File: src/rtl/led_breathe_multi.sv
// Multi-channel LED breathing controller.
// A shared step prescaler paces per-channel intensity sequencers
// (triangle, sawtooth or hold). Each channel drives a first-order
// accumulator PWM whose carry is the LED output. Channels start at
// evenly spaced intensity offsets so their brightness is staggered.
module led_breathe_multi #(
  parameter int CHANNELS = 4,
  parameter int PWM_BITS = 8,
  parameter int STEP_DIV = 50000000
) (
  input  logic                         clk,
  input  logic                         rst,
  input  logic                         en,
  input  logic [1:0]                   mode,
  output logic [CHANNELS-1:0]          led,
  output logic [CHANNELS*PWM_BITS-1:0] level,
  output logic                         step
);

  typedef enum logic [1:0] {
    MODE_OFF  = 2'b00,
    MODE_TRI  = 2'b01,
    MODE_SAW  = 2'b10,
    MODE_HOLD = 2'b11
  } mode_t;

  localparam int PW = (STEP_DIV > 1) ? $clog2(STEP_DIV) : 1;
  localparam logic [PW-1:0] LAST = PW'(STEP_DIV - 1);
  localparam logic [PWM_BITS-1:0] MAX = '1;
  localparam logic [PWM_BITS-1:0] ONE = PWM_BITS'(1);

  mode_t          cur_mode;
  logic           active;
  logic           upd;
  logic [PW-1:0]  presc;

  assign cur_mode = mode_t'(mode);
  assign active   = (cur_mode != MODE_OFF);
  // The update edge is the prescaler wrap; it needs en so a frozen
  // prescaler never produces an update or a step pulse.
  assign upd      = en && active && (presc == LAST);

  // Step prescaler: cleared while OFF, frozen while en is low.
  always_ff @(posedge clk or posedge rst) begin
    if (rst) begin
      presc <= '0;
    end else if (!active) begin
      presc <= '0;
    end else if (en) begin
      presc <= (presc == LAST) ? '0 : presc + 1'b1;
    end
  end

  // Step pulse: high for the cycle following each update edge.
  always_ff @(posedge clk or posedge rst) begin
    if (rst) begin
      step <= 1'b0;
    end else begin
      step <= upd;
    end
  end

  for (genvar k = 0; k < CHANNELS; k++) begin : g_ch
    localparam longint OFS_FULL = (longint'(k) << PWM_BITS) / longint'(CHANNELS);
    localparam logic [PWM_BITS-1:0] OFS = OFS_FULL[PWM_BITS-1:0];

    logic [PWM_BITS-1:0] lvl;
    logic [PWM_BITS-1:0] acc;
    logic [PWM_BITS:0]   sum;
    logic                down;
    logic                led_bit;

    assign sum = {1'b0, acc} + {1'b0, lvl};
    assign led[k] = led_bit;
    assign level[k*PWM_BITS +: PWM_BITS] = active ? lvl : '0;

    // PWM accumulator; its carry is the registered LED bit. It always
    // sums the pre-update level, giving one cycle of latency.
    always_ff @(posedge clk or posedge rst) begin
      if (rst) begin
        acc     <= '0;
        led_bit <= 1'b0;
      end else if (!active) begin
        acc     <= '0;
        led_bit <= 1'b0;
      end else begin
        acc     <= sum[PWM_BITS-1:0];
        led_bit <= sum[PWM_BITS];
      end
    end

    // Intensity sequencer. OFF keeps reloading the stagger offset so
    // leaving OFF restarts the channel cleanly. A triangle caught at an
    // end with the wrong direction (after SAW or a MAX offset) bounces
    // back instead of wrapping.
    always_ff @(posedge clk or posedge rst) begin
      if (rst) begin
        lvl  <= OFS;
        down <= 1'b0;
      end else if (!active) begin
        lvl  <= OFS;
        down <= 1'b0;
      end else if (upd) begin
        case (cur_mode)
          MODE_TRI: begin
            if (!down) begin
              if (lvl == MAX) begin
                lvl  <= lvl - ONE;
                down <= 1'b1;
              end else begin
                lvl <= lvl + ONE;
                if (lvl == MAX - ONE) down <= 1'b1;
              end
            end else begin
              if (lvl == '0) begin
                lvl  <= lvl + ONE;
                down <= 1'b0;
              end else begin
                lvl <= lvl - ONE;
                if (lvl == ONE) down <= 1'b0;
              end
            end
          end
          MODE_SAW: begin
            lvl  <= lvl + ONE;
            down <= 1'b0;
          end
          default: begin
            lvl  <= lvl;
            down <= down;
          end
        endcase
      end
    end
  end

endmodule

File: config.mk
export PLATFORM = sky130hd
export DESIGN_NAME = led_breathe_multi
export DESIGN_NICKNAME = d
export VERILOG_FILES = /design/src/rtl/led_breathe_multi.sv
export SDC_FILE = /design/constraint.sdc
export NUM_CORES = 1
export LEC_CHECK = 0
export CORE_UTILIZATION = 55
export CTS_CLUSTER_DIAMETER = 60
export CTS_CLUSTER_SIZE = 40
export DETAILED_ROUTE_END_ITERATION = 8
export HOLD_SLACK_MARGIN = 0.03
export PLACE_DENSITY = 0.83
export RECOVER_POWER = 100
export SYNTH_ARGS = -nofsm -noshare
export SYNTH_HDL_FRONTEND = slang
export SYNTH_SLANG_ARGS = --single-unit
File: constraint.sdc
create_clock -name clk -period 2.8 [get_ports clk]
set_clock_uncertainty 0.15 [all_clocks]
set_input_delay 0.28 -clock clk [delete_from_list [all_inputs] [get_ports clk]]
set_output_delay 0.28 -clock clk [all_outputs]
set_load 0.01 [all_outputs]
**Yosys cells after proc, flatten, opt, wreduce, memory -nomap -nowiden**

Cells that the tools add are included.

- Bits in registers: 99
- Input bits: 5
- Output and inout bits: 37
- Logic and storage cells: 128

- $add $sub $neg: 13
- Equality and inequality tests: 18
- Mux-type cells: 71
- Reductions and logical operators: 8

Operators by type and width:

| operator | count |
|---|---|
| $mux 8 | 28 |
| $mux 26 | 3 |
| $eq 8x8->1 const B | 8 |
| $pmux 8 s2 | 4 |
| $add 8x8->9 | 4 |
| $add 8x1->8 const B | 4 |
| $eq 8x1->1 const B | 4 |
| $logic_not 8->1 | 4 |
| $mux 1 | 32 |
| $sub 8x1->8 const B | 4 |
| $add 26x1->26 const B | 1 |
| $eq 26x26->1 const B | 1 |
| $pmux 1 s2 | 4 |
| $ne 3x1->1 const B | 1 |
| $eq 2x1->1 const B | 1 |
| $eq 2x2->1 const B | 1 |
| $logic_and 1x1->1 | 2 |
| $ne 2x1->1 const B | 1 |
| $ne 2x2->1 const B | 1 |
| $reduce_and 2->1 | 1 |
| $reduce_bool 2->1 | 1 |

**Longest topological paths before layout**

Gate-level depths: netlist of the first run.

- Depth in word-level cells: 7
- Mapped depth: 10
- Mapped depth without buffers: 8

**Worst setup path after synthesis of the first run**

OpenSTA, ideal clock, no wires.

- Kind: register to register
- From: reg g_ch[0].lvl[1]
- To: reg g_ch[0].lvl[4]
- Library setup time: 78 ps
- Arrival time: 2379 ps
- Data required time: 2572 ps
- Slack: 193 ps
- Cell stages (with the launch flop): 9
- Path buffers: 0
- Clock period less this slack: 2607 ps
- Cell sequence: dfrtp_1 -> inv_1 -> ha_1 -> or3b_2 -> o21a_1 -> o21ai_4 -> mux2_2 -> or3_1 -> a21oi_1

- Longest elaborated chain between the ends: 6
- Elaborated cells on any way between the ends: 10
- Classes of those cells: add/sub: 2; eq/ne: 1; mux: 6; reduce/logical: 1

Ends and longest elaborated chain:

| what | line | source |
|---|---|---|
| start: declaration | 67 | `logic [PWM_BITS-1:0] lvl;` |
| start signal: assignment | 108 | `lvl <= lvl - ONE;` |
| start signal: assignment | 111 | `lvl <= lvl + ONE;` |
| start signal: assignment | 116 | `lvl <= lvl + ONE;` |
| $add 8x1->8 (tied with other cells) | 111, 116, 125 |  |
| $mux 8, on equally long branches | 107, 115 |  |
| $mux 8 | 106 | `if (!down) begin` |
| $pmux 8 s2 * | 104 | `case (cur_mode)` |
| $mux 8 * | 103 | `end else if (upd) begin` |
| $mux 8 * | 100 | `end else if (!active) begin` |

Every way passes the cells marked *; elsewhere a longest branch is shown, timed or not. The select of a mux whose other input is x is not followed.
A chain may end at the register's enable or synchronous reset.

**Final worst setup path of the first run**

- From: in mode[1]
- To: out level[14]

- Longest elaborated chain between the ends: 2

Ends and longest elaborated chain:

| what | line | source |
|---|---|---|
| start: declaration | 14 | `input logic [1:0] mode,` |
| $reduce_bool 2->1 | 38 | `assign active = (cur_mode != MODE_OFF);` |
| $mux 8 | 75 | `assign level[k*PWM_BITS +: PWM_BITS] = active ? lvl : '0;` |
| end: declaration | 16 | `output logic [CHANNELS*PWM_BITS-1:0] level,` |

Every way passes these cells.

==> impl_metrics.prom, run 1 <==
# TYPE chip_impl_metric gauge
chip_impl_metric{name="leakage",unit="nW"} 3.774
chip_impl_metric{name="vias",unit=""} 6366
chip_impl_metric{name="die_width",unit="um"} 116.1
chip_impl_metric{name="finalSetupViolCount",unit=""} 0
chip_impl_info{name="synth.largest_area_cell",value="sky130_fd_sc_hd__dfrtp_1"} 1
chip_impl_metric{name="routed_wirelength",unit="um"} 17500
chip_impl_metric{name="worst_ep_arrival_time",unit="ns"} 2.26
chip_impl_metric{name="initial_util",unit=""} 0.5650
chip_impl_metric{name="synth_enable_flop_cells",unit=""} 0
chip_impl_info{name="dominantRegCellSynth",value="sky130_fd_sc_hd__dfrtp_1"} 1
chip_impl_metric{name="rrSetupSlack",unit="ns"} 0.13
chip_impl_metric{name="diode_count",unit=""} 0
chip_impl_metric{name="floorplan.io_pins",unit=""} 42
chip_impl_metric{name="area_growth",unit="%"} 12.88
chip_impl_metric{name="maxCapViolations",unit=""} 0
chip_impl_metric{name="place_hpwl",unit="um"} 11980
chip_impl_info{name="critPathKind",value="input port to output pin"} 1
chip_impl_metric{name="post-synth-top-area-fraction",unit=""} 0.3321
chip_impl_metric{name="cp_slowest_stage_delay",unit="ns"} 0.62
chip_impl_metric{name="postSynthRegisterBits",unit=""} 99
chip_impl_metric{name="detail_route.wl_per_cell",unit="um"} 16.89
chip_impl_metric{name="ff2ff_path_depth",unit=""} 8
chip_impl_metric{name="worst_relative_slew_slack",unit=""} 0.06483
chip_impl_metric{name="worst_hold_path.num_cells",unit=""} 1
chip_impl_metric{name="whs",unit="ns"} 0.3270
chip_impl_metric{name="syn-mean-instance-area",unit="um2"} 8.647
chip_impl_metric{name="worst-slew-pin-transition",unit="ns"} 1.403
chip_impl_metric{name="drc_errors",unit=""} 0
chip_impl_metric{name="grt_pass1_wl",unit="um"} 29610
chip_impl_metric{name="setup_tns",unit="ns"} 0
chip_impl_info{name="rsz0062_at_grt",value="false"} 1
chip_impl_metric{name="grt.overflow.total",unit=""} 0
chip_impl_metric{name="numPlacedInstances",unit=""} 1020
chip_impl_metric{name="postRouteAntennaNets",unit=""} 0
chip_impl_metric{name="slew_violations",unit=""} 0
chip_impl_metric{name="pwr_density_cell",unit="mW/mm2"} 385.6
chip_impl_metric{name="final.min_clock_period",unit="ns"} 2.694
chip_impl_info{name="hp-class",value="flop to flop"} 1
chip_impl_metric{name="core",unit="mm2"} 0.01267
chip_impl_info{name="worstSetupStartpointType",value="input port"} 1
chip_impl_info{name="master_of_the_slowest_instance_on_the_critical_path",value="sky130_fd_sc_hd__dlygate4sd3_1"} 1
chip_impl_metric{name="gp_routability_congestion",unit=""} 0.8876
chip_impl_metric{name="dr.pass1.iters",unit=""} 7
chip_impl_metric{name="peakVddDrop",unit="mV"} 0.2890
chip_impl_info{name="critical_path_cell_list",value="dlygate4sd3_1 > or2_0 > buf_12 > and2_1 > dlygate4sd3_1"} 1
chip_impl_metric{name="clk_pin_slew",unit="ns"} 0.06
chip_impl_metric{name="tritoncts.num_buffers",unit=""} 9
chip_impl_metric{name="place.port_buffers",unit=""} 41
chip_impl_metric{name="grtUsageTotal",unit=""} 0.2793
chip_impl_metric{name="pin_count_of_the_biggest_net_entering_global_routing",unit=""} 100
chip_impl_metric{name="grt_pass1_vias",unit=""} 6150
chip_impl_info{name="sort_of_element_at_the_end_of_the_critical_path",value="output pin"} 1
chip_impl_metric{name="cts_setup_buffers",unit=""} 0
chip_impl_info{name="synth.top_cells.by_area",value="sky130_fd_sc_hd__dfrtp_1 (33%), sky130_fd_sc_hd__ha_1 (9.3%), sky130_fd_sc_hd__nor2_1 (4.9%)"} 1
chip_impl_metric{name="placementRows",unit=""} 41
chip_impl_metric{name="num-nets-final",unit=""} 921
chip_impl_metric{name="synth_sequential_area_ratio",unit=""} 0.3467
chip_impl_metric{name="finalNonFillerCells",unit=""} 1036
chip_impl_info{name="status",value="finished, final reports clean"} 1
chip_impl_info{name="worst_path_most_repeated_cell",value="sky130_fd_sc_hd__dlygate4sd3_1"} 1
chip_impl_metric{name="dr.first_iter.drc_count",unit=""} 449
chip_impl_metric{name="maximum_achievable_frequency",unit="MHz"} 371.1
chip_impl_metric{name="avgViaCountPerCell",unit=""} 6.145
chip_impl_metric{name="die_area",unit="mm2"} 0.01348
chip_impl_metric{name="clkSinkCount",unit=""} 99
chip_impl_metric{name="synth_nets",unit=""} 890
chip_impl_metric{name="synth_async_sr_flop_share",unit=""} 1.000
chip_impl_metric{name="drive_gt1_frac",unit=""} 0.08102
chip_impl_metric{name="final_min_period_over_clock_period",unit=""} 0.9623
chip_impl_info{name="cts_tree",value="done"} 1
chip_impl_metric{name="totalPowerFinal",unit="mW"} 3.116
chip_impl_info{name="post_synth_most_frequent_cells",value="sky130_fd_sc_hd__dfrtp_1 (95), sky130_fd_sc_hd__nor2_1 (94), sky130_fd_sc_hd__nand2_1 (63), sky130_fd_sc_hd__o21ai_0 (63), sky130_fd_sc_hd__ha_1 (53)"} 1
chip_impl_metric{name="critPathRequiredTime",unit="ns"} 2.37
chip_impl_metric{name="syn-cell-area",unit="mm2"} 0.007159
chip_impl_metric{name="synth_cells",unit=""} 828
chip_impl_metric{name="pre_cts_slack",unit="ns"} 0.1456
chip_impl_metric{name="initial_antenna_violation_count",unit=""} 0
chip_impl_metric{name="ys.warnings.count",unit=""} 0
chip_impl_info{name="clk_root_buffer_cell",value="sky130_fd_sc_hd__clkbuf_16"} 1
chip_impl_metric{name="crit_fanout",unit=""} 25
chip_impl_info{name="synthMostInstantiatedCell",value="sky130_fd_sc_hd__dfrtp_1"} 1
chip_impl_metric{name="yosys_cell_types",unit=""} 84
chip_impl_metric{name="level_count_of_the_clock_h_tree",unit=""} 3
chip_impl_metric{name="finalHoldViolCount",unit=""} 0
chip_impl_metric{name="clockBufferDepth",unit=""} 2
chip_impl_metric{name="die_h",unit="um"} 116.1
chip_impl_metric{name="post-route-worst-setup-slack",unit="ns"} 0.1056
chip_impl_metric{name="worstSkewPairLatency",unit="ns"} 0.36
[layer usage]
metal,up-vias,GRT usage,part of all wire
li1,3065,-,-
met1,3073,0.3622,0.44
met2,195,0.4734,0.49
met3,33,0.05501,0.053
met4,0,0.08291,0.017
met5,-,0,0
[through the flow]
stage | utilization | cell area, um2
after floorplan | - | 7163
final | 0.6378 | 8082
after CTS | 0.6412 | 8124
after global routing | 0.6378 | 8082
after detailed placement | 0.6179 | 7829
after global placement | 0.6179 | 7829
[repair_timing]
item	in CTS	in global routing
hold buffers	0	0
setup endpoints to repair	0	1
gates resized for setup	0	1
[where the power goes]
group	total (mW)	internal [mW]	switching, mW
sequential	1.50	1.48	0.0274
clock	1.27	0.713	0.560
combinational	0.340	0.135	0.205
total	3.12	2.32	0.792
[cells in the final DEF, fill, tap and decap left out, types with 5 or more instances in the layout]
master,count
sky130_fd_sc_hd__inv_1,14
sky130_fd_sc_hd__clkbuf_16,9
sky130_fd_sc_hd__clkdlybuf4s50_1,7
sky130_fd_sc_hd__and4_1,7
sky130_fd_sc_hd__a21o_1,16
sky130_fd_sc_hd__dfrtp_1,95
sky130_fd_sc_hd__xor2_1,20
sky130_fd_sc_hd__o311ai_0,6
sky130_fd_sc_hd__buf_4,27
sky130_fd_sc_hd__o21a_1,9
sky130_fd_sc_hd__nor3_1,27
sky130_fd_sc_hd__and3_1,17
sky130_fd_sc_hd__nand3b_1,5
sky130_fd_sc_hd__a31oi_1,13
sky130_fd_sc_hd__nand2_1,63
sky130_fd_sc_hd__or3_1,8
sky130_fd_sc_hd__nand2b_1,5
sky130_fd_sc_hd__nand3_1,23
sky130_fd_sc_hd__dlygate4sd3_1,34
sky130_fd_sc_hd__xnor2_1,11
sky130_fd_sc_hd__a211oi_1,5
sky130_fd_sc_hd__nor2_1,94
sky130_fd_sc_hd__o41ai_1,7
sky130_fd_sc_hd__mux2i_1,13
sky130_fd_sc_hd__and2_0,7
sky130_fd_sc_hd__ha_1,53
sky130_fd_sc_hd__a21oi_1,34
sky130_fd_sc_hd__o31a_1,5
sky130_fd_sc_hd__nor4_1,9
sky130_fd_sc_hd__clkbuf_1,6
sky130_fd_sc_hd__o31ai_1,13
sky130_fd_sc_hd__o21ai_0,66
sky130_fd_sc_hd__nand4_1,20
sky130_fd_sc_hd__and2_1,26
[state kept, by name (all words and copies together), names as in the netlist]
name,count
g_ch.lvl,32
g_ch.acc,32
presc,26
g_ch.led_bit,4
g_ch.down,4
step,1
[kinds of logic after synthesis]
logic type               count (synthesis)  share of synthesized area
XOR/XNOR                                31                    0.03792
AO/OA/AOI/OAI                          211                     0.1931
multiplexers                            16                    0.02342
buffers and inverters                   71                    0.04299
adder cells (fa/ha/maj)                 57                     0.1038
flip-flops                              99                     0.3467
AND/OR/NAND/NOR                        343                     0.2520
[area by class of cell]
class | instances | area [um2]
fillers | 1102 | 4589
multi-input cells | 658 | 4365
flip-flops and latches | 99 | 2482
repair buffers | 75 | 659.4
clock buffers | 11 | 242.7
well taps | 172 | 215.2
inverters | 16 | 63.81
clock inverters | 5 | 52.55
[worst paths after layout]
path | from | endpoint
max in group asynchronous | rst | g_ch[0].lvl[0]$_DFFE_PP0P_
hold / removal | presc[25]$_DFFE_PP0P_ | presc[25]$_DFFE_PP0P_
hold reg to reg | presc[25]$_DFFE_PP0P_ | presc[25]$_DFFE_PP0P_
setup / recovery | mode[1] | level[14]
setup reg to reg | g_ch[0].lvl[1]$_DFFE_PP0P_ | g_ch[0].lvl[4]$_DFFE_PP0P_
min in group asynchronous | rst | step$_DFF_PP0_
[worst max-delay path: cells and delay by family]
| family | cells | cell delay, ns |
|---|---|---|
| buffers and inverters | 3 | 1.44 |
| AND/OR/NAND/NOR | 2 | 0.54 |
Note: power is estimated with default switching activity, not from simulation.
==> inputs of run 2 (changes only) <==
Settings changed: TNS_END_PERCENT set to 1.
==> results of run 2 <==
The final DEF is identical to that of run 1; final timing and power are the same.
